<file path="config.mk">
export PLATFORM = sky130hd
export DESIGN_NAME = arc4_sched_flat
export DESIGN_NICKNAME = d
export VERILOG_FILES = /design/src/rtl/arc4_sched_if.sv /design/src/rtl/arc4_sched.sv /design/src/flat_wrapper.sv
export SDC_FILE = /design/constraint.sdc
export NUM_CORES = 1
export LEC_CHECK = 0
export ABC_AREA = 1
export CORE_MARGIN = 2
export CORE_UTILIZATION = 52
export DETAILED_ROUTE_END_ITERATION = 10
export DONT_BUFFER_PORTS = 1
export GPL_TIMING_DRIVEN = 0
export PLACE_DENSITY = 0.68
export SETUP_SLACK_MARGIN = 0.15
export SYNTH_ARGS = -nofsm -noshare
export SYNTH_HDL_FRONTEND = slang
export SYNTH_SLANG_ARGS = --single-unit
</file>
<file path="constraint.sdc">
create_clock -name clk -period 1.8 [get_ports clk]
set_input_delay 0.36 -clock clk [delete_from_list [all_inputs] [get_ports clk]]
set_output_delay 0.36 -clock clk [all_outputs]
set_load 0.03 [all_outputs]
</file>
<file path="src/rtl/arc4_sched_if.sv">
// Lane-side and engine-side handshake/bus bundle for the ARC4 phase scheduler.
// slave = scheduler view, master = lane controller + engines + S memory view.
interface arc4_sched_if #(
  parameter int KEY_W = 24
);
  logic             en;
  logic             rdy;
  logic [KEY_W-1:0] key;
  logic [KEY_W-1:0] key_q;
  logic [1:0]       phase;
  logic             err;

  logic             init_en, ksa_en, prga_en;
  logic             init_rdy, ksa_rdy, prga_rdy;
  logic [7:0]       init_addr, init_wrdata;
  logic [7:0]       ksa_addr, ksa_wrdata;
  logic [7:0]       prga_addr, prga_wrdata;
  logic             init_wren, ksa_wren, prga_wren;

  logic [7:0]       s_addr, s_wrdata;
  logic             s_wren;

  modport slave (
    input  en, key,
    input  init_rdy, ksa_rdy, prga_rdy,
    input  init_addr, init_wrdata, init_wren,
    input  ksa_addr, ksa_wrdata, ksa_wren,
    input  prga_addr, prga_wrdata, prga_wren,
    output rdy, key_q, phase, err,
    output init_en, ksa_en, prga_en,
    output s_addr, s_wrdata, s_wren
  );

  modport master (
    output en, key,
    output init_rdy, ksa_rdy, prga_rdy,
    output init_addr, init_wrdata, init_wren,
    output ksa_addr, ksa_wrdata, ksa_wren,
    output prga_addr, prga_wrdata, prga_wren,
    input  rdy, key_q, phase, err,
    input  init_en, ksa_en, prga_en,
    input  s_addr, s_wrdata, s_wren
  );
endinterface

</file>
<file path="src/rtl/arc4_sched.sv">
// ARC4 phase scheduler: runs init -> ksa -> prga via en/rdy and muxes the S-memory path to the owner.
// ARC4_SCHED_TIMEOUT_EN adds a per-phase watchdog that aborts to IDLE and raises sticky err.
module arc4_sched #(
  parameter int KEY_W   = 24,
  parameter int TIMEOUT = 1024
) (
  input  logic        clk,
  input  logic        rst,
  arc4_sched_if.slave bus
);
  typedef enum logic [2:0] {
    IDLE, INIT_GO, INIT_RUN, KSA_GO, KSA_RUN, PRGA_GO, PRGA_RUN
  } state_t;

  state_t           state, state_nxt;
  logic             seen_busy;
  logic [KEY_W-1:0] key_r;
  logic [1:0]       owner;
  logic             own_rdy, is_go, is_run;
  logic             accept, run_entry, complete, tmo_hit;

  // Owner is a pure function of state, so engine rdy never reaches s_*.
  always_comb begin
    owner = 2'd0;
    case (state)
      INIT_GO, INIT_RUN: owner = 2'd1;
      KSA_GO,  KSA_RUN:  owner = 2'd2;
      PRGA_GO, PRGA_RUN: owner = 2'd3;
      default:           owner = 2'd0;
    endcase
  end

  always_comb begin
    own_rdy = 1'b0;
    case (owner)
      2'd1:    own_rdy = bus.init_rdy;
      2'd2:    own_rdy = bus.ksa_rdy;
      2'd3:    own_rdy = bus.prga_rdy;
      default: own_rdy = 1'b0;
    endcase
  end

  assign is_go     = state inside {INIT_GO, KSA_GO, PRGA_GO};
  assign is_run    = state inside {INIT_RUN, KSA_RUN, PRGA_RUN};
  assign accept    = (state == IDLE) && bus.en;
  assign run_entry = is_go && own_rdy;
  // An engine that was idle at GO must be seen busy before its rdy counts as done.
  assign complete  = is_run && own_rdy && seen_busy;

  always_comb begin
    state_nxt = state;
    case (state)
      IDLE:     if (bus.en)       state_nxt = INIT_GO;
      INIT_GO:  if (bus.init_rdy) state_nxt = INIT_RUN;
      INIT_RUN: if (complete)     state_nxt = KSA_GO;
                else if (tmo_hit) state_nxt = IDLE;
      KSA_GO:   if (bus.ksa_rdy)  state_nxt = KSA_RUN;
      KSA_RUN:  if (complete)     state_nxt = PRGA_GO;
                else if (tmo_hit) state_nxt = IDLE;
      PRGA_GO:  if (bus.prga_rdy) state_nxt = PRGA_RUN;
      PRGA_RUN: if (complete)     state_nxt = IDLE;
                else if (tmo_hit) state_nxt = IDLE;
      default:                    state_nxt = IDLE;
    endcase
  end

  always_ff @(posedge clk) begin
    if (rst) begin
      state     <= IDLE;
      seen_busy <= 1'b0;
      key_r     <= '0;
    end else begin
      state <= state_nxt;
      if (accept)
        key_r <= bus.key;
      if (run_entry)
        seen_busy <= 1'b0;
      else if (is_run && !own_rdy)
        seen_busy <= 1'b1;
    end
  end

`ifdef ARC4_SCHED_TIMEOUT_EN
  logic [15:0] tmo_cnt;
  logic        err_r;

  assign tmo_hit = is_run && (tmo_cnt == 16'(TIMEOUT - 1));

  always_ff @(posedge clk) begin
    if (rst) begin
      tmo_cnt <= '0;
      err_r   <= 1'b0;
    end else begin
      if (run_entry)
        tmo_cnt <= '0;
      else if (is_run)
        tmo_cnt <= tmo_cnt + 16'd1;
      if (accept)
        err_r <= 1'b0;
      else if (tmo_hit && !complete)
        err_r <= 1'b1;
    end
  end

  assign bus.err = err_r;
`else
  logic unused_timeout;
  assign unused_timeout = ^TIMEOUT;
  assign tmo_hit        = 1'b0;
  assign bus.err        = 1'b0;
`endif

  assign bus.rdy     = (state == IDLE);
  assign bus.phase   = owner;
  assign bus.key_q   = key_r;
  assign bus.init_en = (state == INIT_GO) && bus.init_rdy;
  assign bus.ksa_en  = (state == KSA_GO)  && bus.ksa_rdy;
  assign bus.prga_en = (state == PRGA_GO) && bus.prga_rdy;

  always_comb begin
    bus.s_addr   = 8'd0;
    bus.s_wrdata = 8'd0;
    bus.s_wren   = 1'b0;
    case (owner)
      2'd1: begin
        bus.s_addr   = bus.init_addr;
        bus.s_wrdata = bus.init_wrdata;
        bus.s_wren   = bus.init_wren;
      end
      2'd2: begin
        bus.s_addr   = bus.ksa_addr;
        bus.s_wrdata = bus.ksa_wrdata;
        bus.s_wren   = bus.ksa_wren;
      end
      2'd3: begin
        bus.s_addr   = bus.prga_addr;
        bus.s_wrdata = bus.prga_wrdata;
        bus.s_wren   = bus.prga_wren;
      end
      default: begin
        bus.s_addr   = 8'd0;
        bus.s_wrdata = 8'd0;
        bus.s_wren   = 1'b0;
      end
    endcase
  end
endmodule

</file>
<file path="src/flat_wrapper.sv">
// flat-port wrapper written by rule: the top's interface ports become plain ports
module arc4_sched_flat 
#(
  parameter int KEY_W   = 24,
  parameter int TIMEOUT = 1024
)
  (clk, rst, bus_en, bus_key, bus_init_rdy, bus_ksa_rdy, bus_prga_rdy, bus_init_addr, bus_init_wrdata, bus_init_wren, bus_ksa_addr, bus_ksa_wrdata, bus_ksa_wren, bus_prga_addr, bus_prga_wrdata, bus_prga_wren, bus_rdy, bus_key_q, bus_phase, bus_err, bus_init_en, bus_ksa_en, bus_prga_en, bus_s_addr, bus_s_wrdata, bus_s_wren);
  arc4_sched_if #(.KEY_W(KEY_W)) bus_i ();
  input  logic clk;
  input  logic rst;
  input wire logic [$bits(bus_i.en)-1:0] bus_en;
  input wire logic [$bits(bus_i.key)-1:0] bus_key;
  input wire logic [$bits(bus_i.init_rdy)-1:0] bus_init_rdy;
  input wire logic [$bits(bus_i.ksa_rdy)-1:0] bus_ksa_rdy;
  input wire logic [$bits(bus_i.prga_rdy)-1:0] bus_prga_rdy;
  input wire logic [$bits(bus_i.init_addr)-1:0] bus_init_addr;
  input wire logic [$bits(bus_i.init_wrdata)-1:0] bus_init_wrdata;
  input wire logic [$bits(bus_i.init_wren)-1:0] bus_init_wren;
  input wire logic [$bits(bus_i.ksa_addr)-1:0] bus_ksa_addr;
  input wire logic [$bits(bus_i.ksa_wrdata)-1:0] bus_ksa_wrdata;
  input wire logic [$bits(bus_i.ksa_wren)-1:0] bus_ksa_wren;
  input wire logic [$bits(bus_i.prga_addr)-1:0] bus_prga_addr;
  input wire logic [$bits(bus_i.prga_wrdata)-1:0] bus_prga_wrdata;
  input wire logic [$bits(bus_i.prga_wren)-1:0] bus_prga_wren;
  output wire logic [$bits(bus_i.rdy)-1:0] bus_rdy;
  output wire logic [$bits(bus_i.key_q)-1:0] bus_key_q;
  output wire logic [$bits(bus_i.phase)-1:0] bus_phase;
  output wire logic [$bits(bus_i.err)-1:0] bus_err;
  output wire logic [$bits(bus_i.init_en)-1:0] bus_init_en;
  output wire logic [$bits(bus_i.ksa_en)-1:0] bus_ksa_en;
  output wire logic [$bits(bus_i.prga_en)-1:0] bus_prga_en;
  output wire logic [$bits(bus_i.s_addr)-1:0] bus_s_addr;
  output wire logic [$bits(bus_i.s_wrdata)-1:0] bus_s_wrdata;
  output wire logic [$bits(bus_i.s_wren)-1:0] bus_s_wren;
  assign bus_i.en = bus_en;
  assign bus_i.key = bus_key;
  assign bus_i.init_rdy = bus_init_rdy;
  assign bus_i.ksa_rdy = bus_ksa_rdy;
  assign bus_i.prga_rdy = bus_prga_rdy;
  assign bus_i.init_addr = bus_init_addr;
  assign bus_i.init_wrdata = bus_init_wrdata;
  assign bus_i.init_wren = bus_init_wren;
  assign bus_i.ksa_addr = bus_ksa_addr;
  assign bus_i.ksa_wrdata = bus_ksa_wrdata;
  assign bus_i.ksa_wren = bus_ksa_wren;
  assign bus_i.prga_addr = bus_prga_addr;
  assign bus_i.prga_wrdata = bus_prga_wrdata;
  assign bus_i.prga_wren = bus_prga_wren;
  assign bus_rdy = bus_i.rdy;
  assign bus_key_q = bus_i.key_q;
  assign bus_phase = bus_i.phase;
  assign bus_err = bus_i.err;
  assign bus_init_en = bus_i.init_en;
  assign bus_ksa_en = bus_i.ksa_en;
  assign bus_prga_en = bus_i.prga_en;
  assign bus_s_addr = bus_i.s_addr;
  assign bus_s_wrdata = bus_i.s_wrdata;
  assign bus_s_wren = bus_i.s_wren;
  arc4_sched #(.KEY_W(KEY_W), .TIMEOUT(TIMEOUT)) u_core (.clk(clk), .rst(rst), .bus(bus_i));
endmodule
</file>
* Yosys cells after proc, flatten, opt, wreduce, memory -nomap -nowiden
Cells that the tools add are included.
** Word-level totals
- Register bits after elaboration :: 28
- Latch bits :: 0
- RAM bits :: 0
- ROM bits :: 0
- Input port bits :: 81
- Output and inout bits :: 48
- Memories :: 0
** Operators by class
- $add $sub $neg :: 0
- Multiply operators :: 0
- Divide/modulo/power cells :: 0
- Magnitude comparators :: 0
- Equality and inequality tests :: 16
- Shift operators :: 0
- Mux-type cells :: 13
- Bitwise operators :: 0
- Reductions and logical operators :: 17
** Operator list (number)
- $pmux W8 S3 :: 2
- $mux W3 :: 7
- $pmux W3 S7 :: 1
- $eq A3 B3 Y1 const B :: 3
- $logic_and A1 B1 Y1 :: 8
- $ne A2 B2 Y1 const B :: 4
- $reduce_or A2 Y1 :: 4
- $reduce_and A7 Y1 :: 1
- $eq A3 B2 Y1 const B :: 2
- $ne A2 B1 Y1 const B :: 3
- $pmux W1 S3 :: 2
- $pmux W2 S3 :: 1
- $reduce_bool A3 Y1 :: 2
- $eq A2 B2 Y1 const B :: 2
- $eq A3 B1 Y1 const B :: 1
- $logic_not A3 Y1 :: 1
- $eq A2 B1 Y1 const B :: 1
- $logic_not A1 Y1 :: 1

* Longest topological paths before layout
- Word-level depth :: 9
- Mapped depth :: 10
- Mapped depth without buffers :: 9

* Worst setup path after synthesis
OpenSTA, ideal clock, no wires.
- Path kind :: register -> output
- Start point :: register u_core.state[1]
- End point :: output bus_s_addr[1]
- Data arrival time :: 1254 ps
- Data required time :: 1440 ps
- Setup slack :: 186 ps
- Cell stages (with the launch flop) :: 8
- Cells stage by stage :: dfxtp_1 > buf_4 > nor2_1 > nand2_1 > nand2_4 > buf_2 > nand2_1 > nand3_1
** Between the ends
- Word-level cells in the longest chain between the ends :: 5
- Elaborated cells between the ends (all ways) :: 14
- Classes of those cells :: eq/ne (9); mux (2); reduce/logical (3)
** RTL lines
- from (decl) :: line arc4_sched.sv:15 : state_t state, state_nxt;
- from (signal assigned) :: line arc4_sched.sv:73 : state <= state_nxt;
- $eq A3 B3 Y1, or another cell as far along :: line arc4_sched.sv:25 : case (state)
- $reduce_or A2 Y1 :: line arc4_sched.sv:25
- $pmux W2 S3 (*) :: line arc4_sched.sv:25
- $eq A2 B2 Y1 or $eq A2 B1 Y1 (tied branches) :: line arc4_sched.sv:124 : case (owner)
- $pmux W8 S3 (*) :: line arc4_sched.sv:124
- to (decl) :: line flat_wrapper.sv:32 : output wire logic [$bits(bus_i.s_addr)-1:0] bus_s_addr;
Mark *: on every way between the ends. The rest lies on a longest branch, timed or not.

* Worst setup path after layout
- Start point :: register u_core.state[1]
- End point :: output bus_s_addr[5]
Same word-level chain as after synthesis.

==> metrics.cfg <==
[run_status]
outcome=finished with violations
violations=negative setup slack

[critical_path]
required_ns=1.44
crit_type=flip-flop to output pin
crit_fanout=8
r2r_cells=11
r2r-end=u_core.bus.key_q[14]$_SDFFE_PP0P_
r2r_start=u_core.state[0]$_SDFFE_PP0P_
critPathSlowestCell=dfxtp_2
cp.arrival_ns=1.54
end_kind=output pin
max_stage_delay_ns=0.36
critPathLaunchType=flip-flop
worst-path-buf-inv=3
timing.critical_path.mode_cell=nand3_4
cpLargestDelayFamily=simple AND/OR/NAND/NOR gates
crit_chain=buf_12 > inv_8 > nand3_4 > nand2_8 > buf_6 > nand2_1 > nand3_4
r2r_slack_ns=0.07

[global_routing]
grt_pass1_wl_um=7652
grt_max_degree=17
antenna_found_initial=0
grt_use_total_pct=28.44
grt_pass1_vias=1712
overflow=0

[timing]
max_freq_mhz=525.4
hold_viol=0
final-max-slew-violation-count=0
finalCritPeriodShare_pct=105.7
skew_ns=0.002328
period_minus_slack_ns=1.903
timing.setup.tns_ns=-1.074
rsz0062_at_grt=true
setup_slack_ns=-0.1033
finalSetupViolCount=19

[logic_synthesis]
syn_area_um2=1600
synthTopCellsByCount=83 x nand2_1, 48 x nand3_1, 28 x dfxtp_1
synthCells=245
synth_seq_area_share_pct=35.03
yosys.cell_count.top_type=nand2_1
synth_cell_type_count=23
syn_area_per_cell_um2=6.532
synth_edf_count=0
async_flop_share_pct=0
yosys.area.top_type=dfxtp_1
synth_flop_cell=dfxtp_1
synth_nets=326
yosysWarnings=0
ys_ff_latch=28
synth_top_area_share_pct=35.03
synth_area_leaders=dfxtp_1 35%, nand2_1 19%, nand3_1 15%

[hold_path]
min_to=u_core.bus.key_q[19]$_SDFFE_PP0P_
holdCritStartpoint=bus_key[19]
hold_path_depth=2
hold_path_class=input pin to flip-flop

[layout]
area_growth_pct=57.62
diodes=0
nets=356
drive_gt1_share_pct=42.34
final_util_pct=84.71

[floorplanning]
fp.coreArea_um2=2978
die_w_um=59.48
die-area_um2=3537
num_io_pins=129
rows=20
start_util_pct=53.74
die_h_um=59.48

[pwr]
powerDensity_nw_per_um2=1770
p_leak_nw=1.149
peakVddDrop_v=0.0009922

[flow_run]
maxCapViolCount=0

[routing]
wire_per_inst_um=21.67
drc=0
first_pass_iters=5
drt-initial-drc-count=191
antenna_left=0
num_vias=2035
vias_per_cell=6.629
finalWirelength_um=6652

[clock_network]
clk_pin_slew_ns=0.14
cts_tree=built
cts-root-buf=clkbuf_4
cts_buffers=3
h-tree-depth=1
clock_sinks=28
clockBufferDepth=2
cts_hold_buffers=0
clk_latency_ns=0.33

[placed_design]
dpl.hpwl_um=3052
gp_congestion=0.8476
portBuffers=0

## through the flow
| step | hold WS [ns] | setup WS, ns | cell area (um^2) | total power [mW] | cells |
|---|---|---|---|---|---|
| 3_5_place_dp | 0.5312 | 0.03250 | 1642 | 2.648 | 278 |
| 5_1_grt | 0.1501 | -0.1984 | 2522 | 4.663 | 307 |
| 3_3_place_gp | 0.5271 | 0.03704 | 1642 | 2.642 | 278 |
| 4_1_cts | 0.1690 | -0.01695 | 2278 | 3.957 | 297 |
| 6_report | 0.1712 | -0.1033 | 2522 | 4.466 | 307 |
| 2_1_floorplan | 0.5085 | 0.1864 | 1600 | 2.429 | 245 |
## what timing repair did
| item | 4_1_cts | 5_1_grt |
|---|---|---|
| gates cloned | 5 | 1 |
| gates resized for setup | 112 | 32 |
| pin swaps | 22 | 16 |
| buffers inserted | 10 | 9 |
| setup endpoints to repair | 23 | 46 |
## metal layers
metal	part of all wire (%)	routed length, um	track usage (%)	vias to the layer above
met3	11	754	6.114	51
met2	48	3224	49.92	175
li1	-	-	-	871
met5	0	0	0	-
met1	34	2255	33.11	938
met4	6.3	418	11.69	0
## how the worst max path moves through the flow
| stage | slack (ns) | cells after the start | startpoint | to |
|---|---|---|---|---|
| 6_report | -0.10 | 7 | u_core.state[1]$_SDFFE_PP0P_ | bus_s_addr[5] |
| 5_1_grt | -0.20 | 7 | u_core.state[1]$_SDFFE_PP0P_ | bus_s_addr[5] |
| 3_3_place_gp | 0.04 | 5 | u_core.state[2]$_SDFFE_PP0P_ | bus_s_addr[6] |
| 4_1_cts | -0.02 | 7 | u_core.state[1]$_SDFFE_PP0P_ | bus_s_addr[4] |
| 2_1_floorplan | 0.19 | 7 | u_core.state[1]$_SDFFE_PP0P_ | bus_s_addr[1] |
| 3_5_place_dp | 0.03 | 5 | u_core.state[2]$_SDFFE_PP0P_ | bus_s_addr[4] |
## state kept, by name (all words and copies together), names as in the netlist
name,count
u_core.bus.key_q,24
u_core.seen_busy,1
u_core.state,3
## cells by family (layout without fill, tap and decap cells)
group	count (synthesis)	after routing	share of synthesized area, %
AOI/OAI and AO/OA	29	29	9.304
other	1	1	0.2343
and+or+nand+nor	161	162	47.46
DFF	28	28	35.03
buffers and inverters	26	54	7.975
## worst reg2reg max path, delay by kind of cell (launching register included)
kind	cells	cell delay, ns
flip-flops	1	0.35
buffers and inverters	6	0.78
AND/OR/NAND/NOR	4	0.40
AO/OA/AOI/OAI	1	0.07
## placed cells by master (no fill, tap or decap), drive strengths merged
| master | Yosys | routed |
|---|---|---|
| nor3b | 1 | 1 |
| inv | 10 | 10 |
| bufbuf | 0 | 1 |
| nand3 | 51 | 51 |
| a21oi | 27 | 27 |
| clkbuf | 4 | 8 |
| bufinv | 0 | 1 |
| buf | 12 | 34 |
| nor2 | 17 | 17 |
| conb | 1 | 1 |
| nand2 | 90 | 91 |
| dfxtp | 28 | 28 |
| nand4 | 2 | 2 |
| o21ai | 2 | 2 |
## cell type report
class	count	area [um^2]
fillers	153	455.4
clock buffers	3	22.52
plain buffers	16	156.4
well taps	33	41.29
clock inverters	1	30.03
inverters	10	55.05
multi-input cells	192	1374
repair buffers	24	276.5
flip-flops and latches	28	566.8
## where the power goes
part           switching [mW]  internal, mW  total [mW]  leakage (nW)
Clock                   0.182         0.225       0.407        0.0279
Combinational            1.80          1.22        3.02         0.890
Sequential              0.291         0.753        1.04         0.231
Total                    2.27          2.20        4.47          1.15
Power figures use the tool's default switching activity.
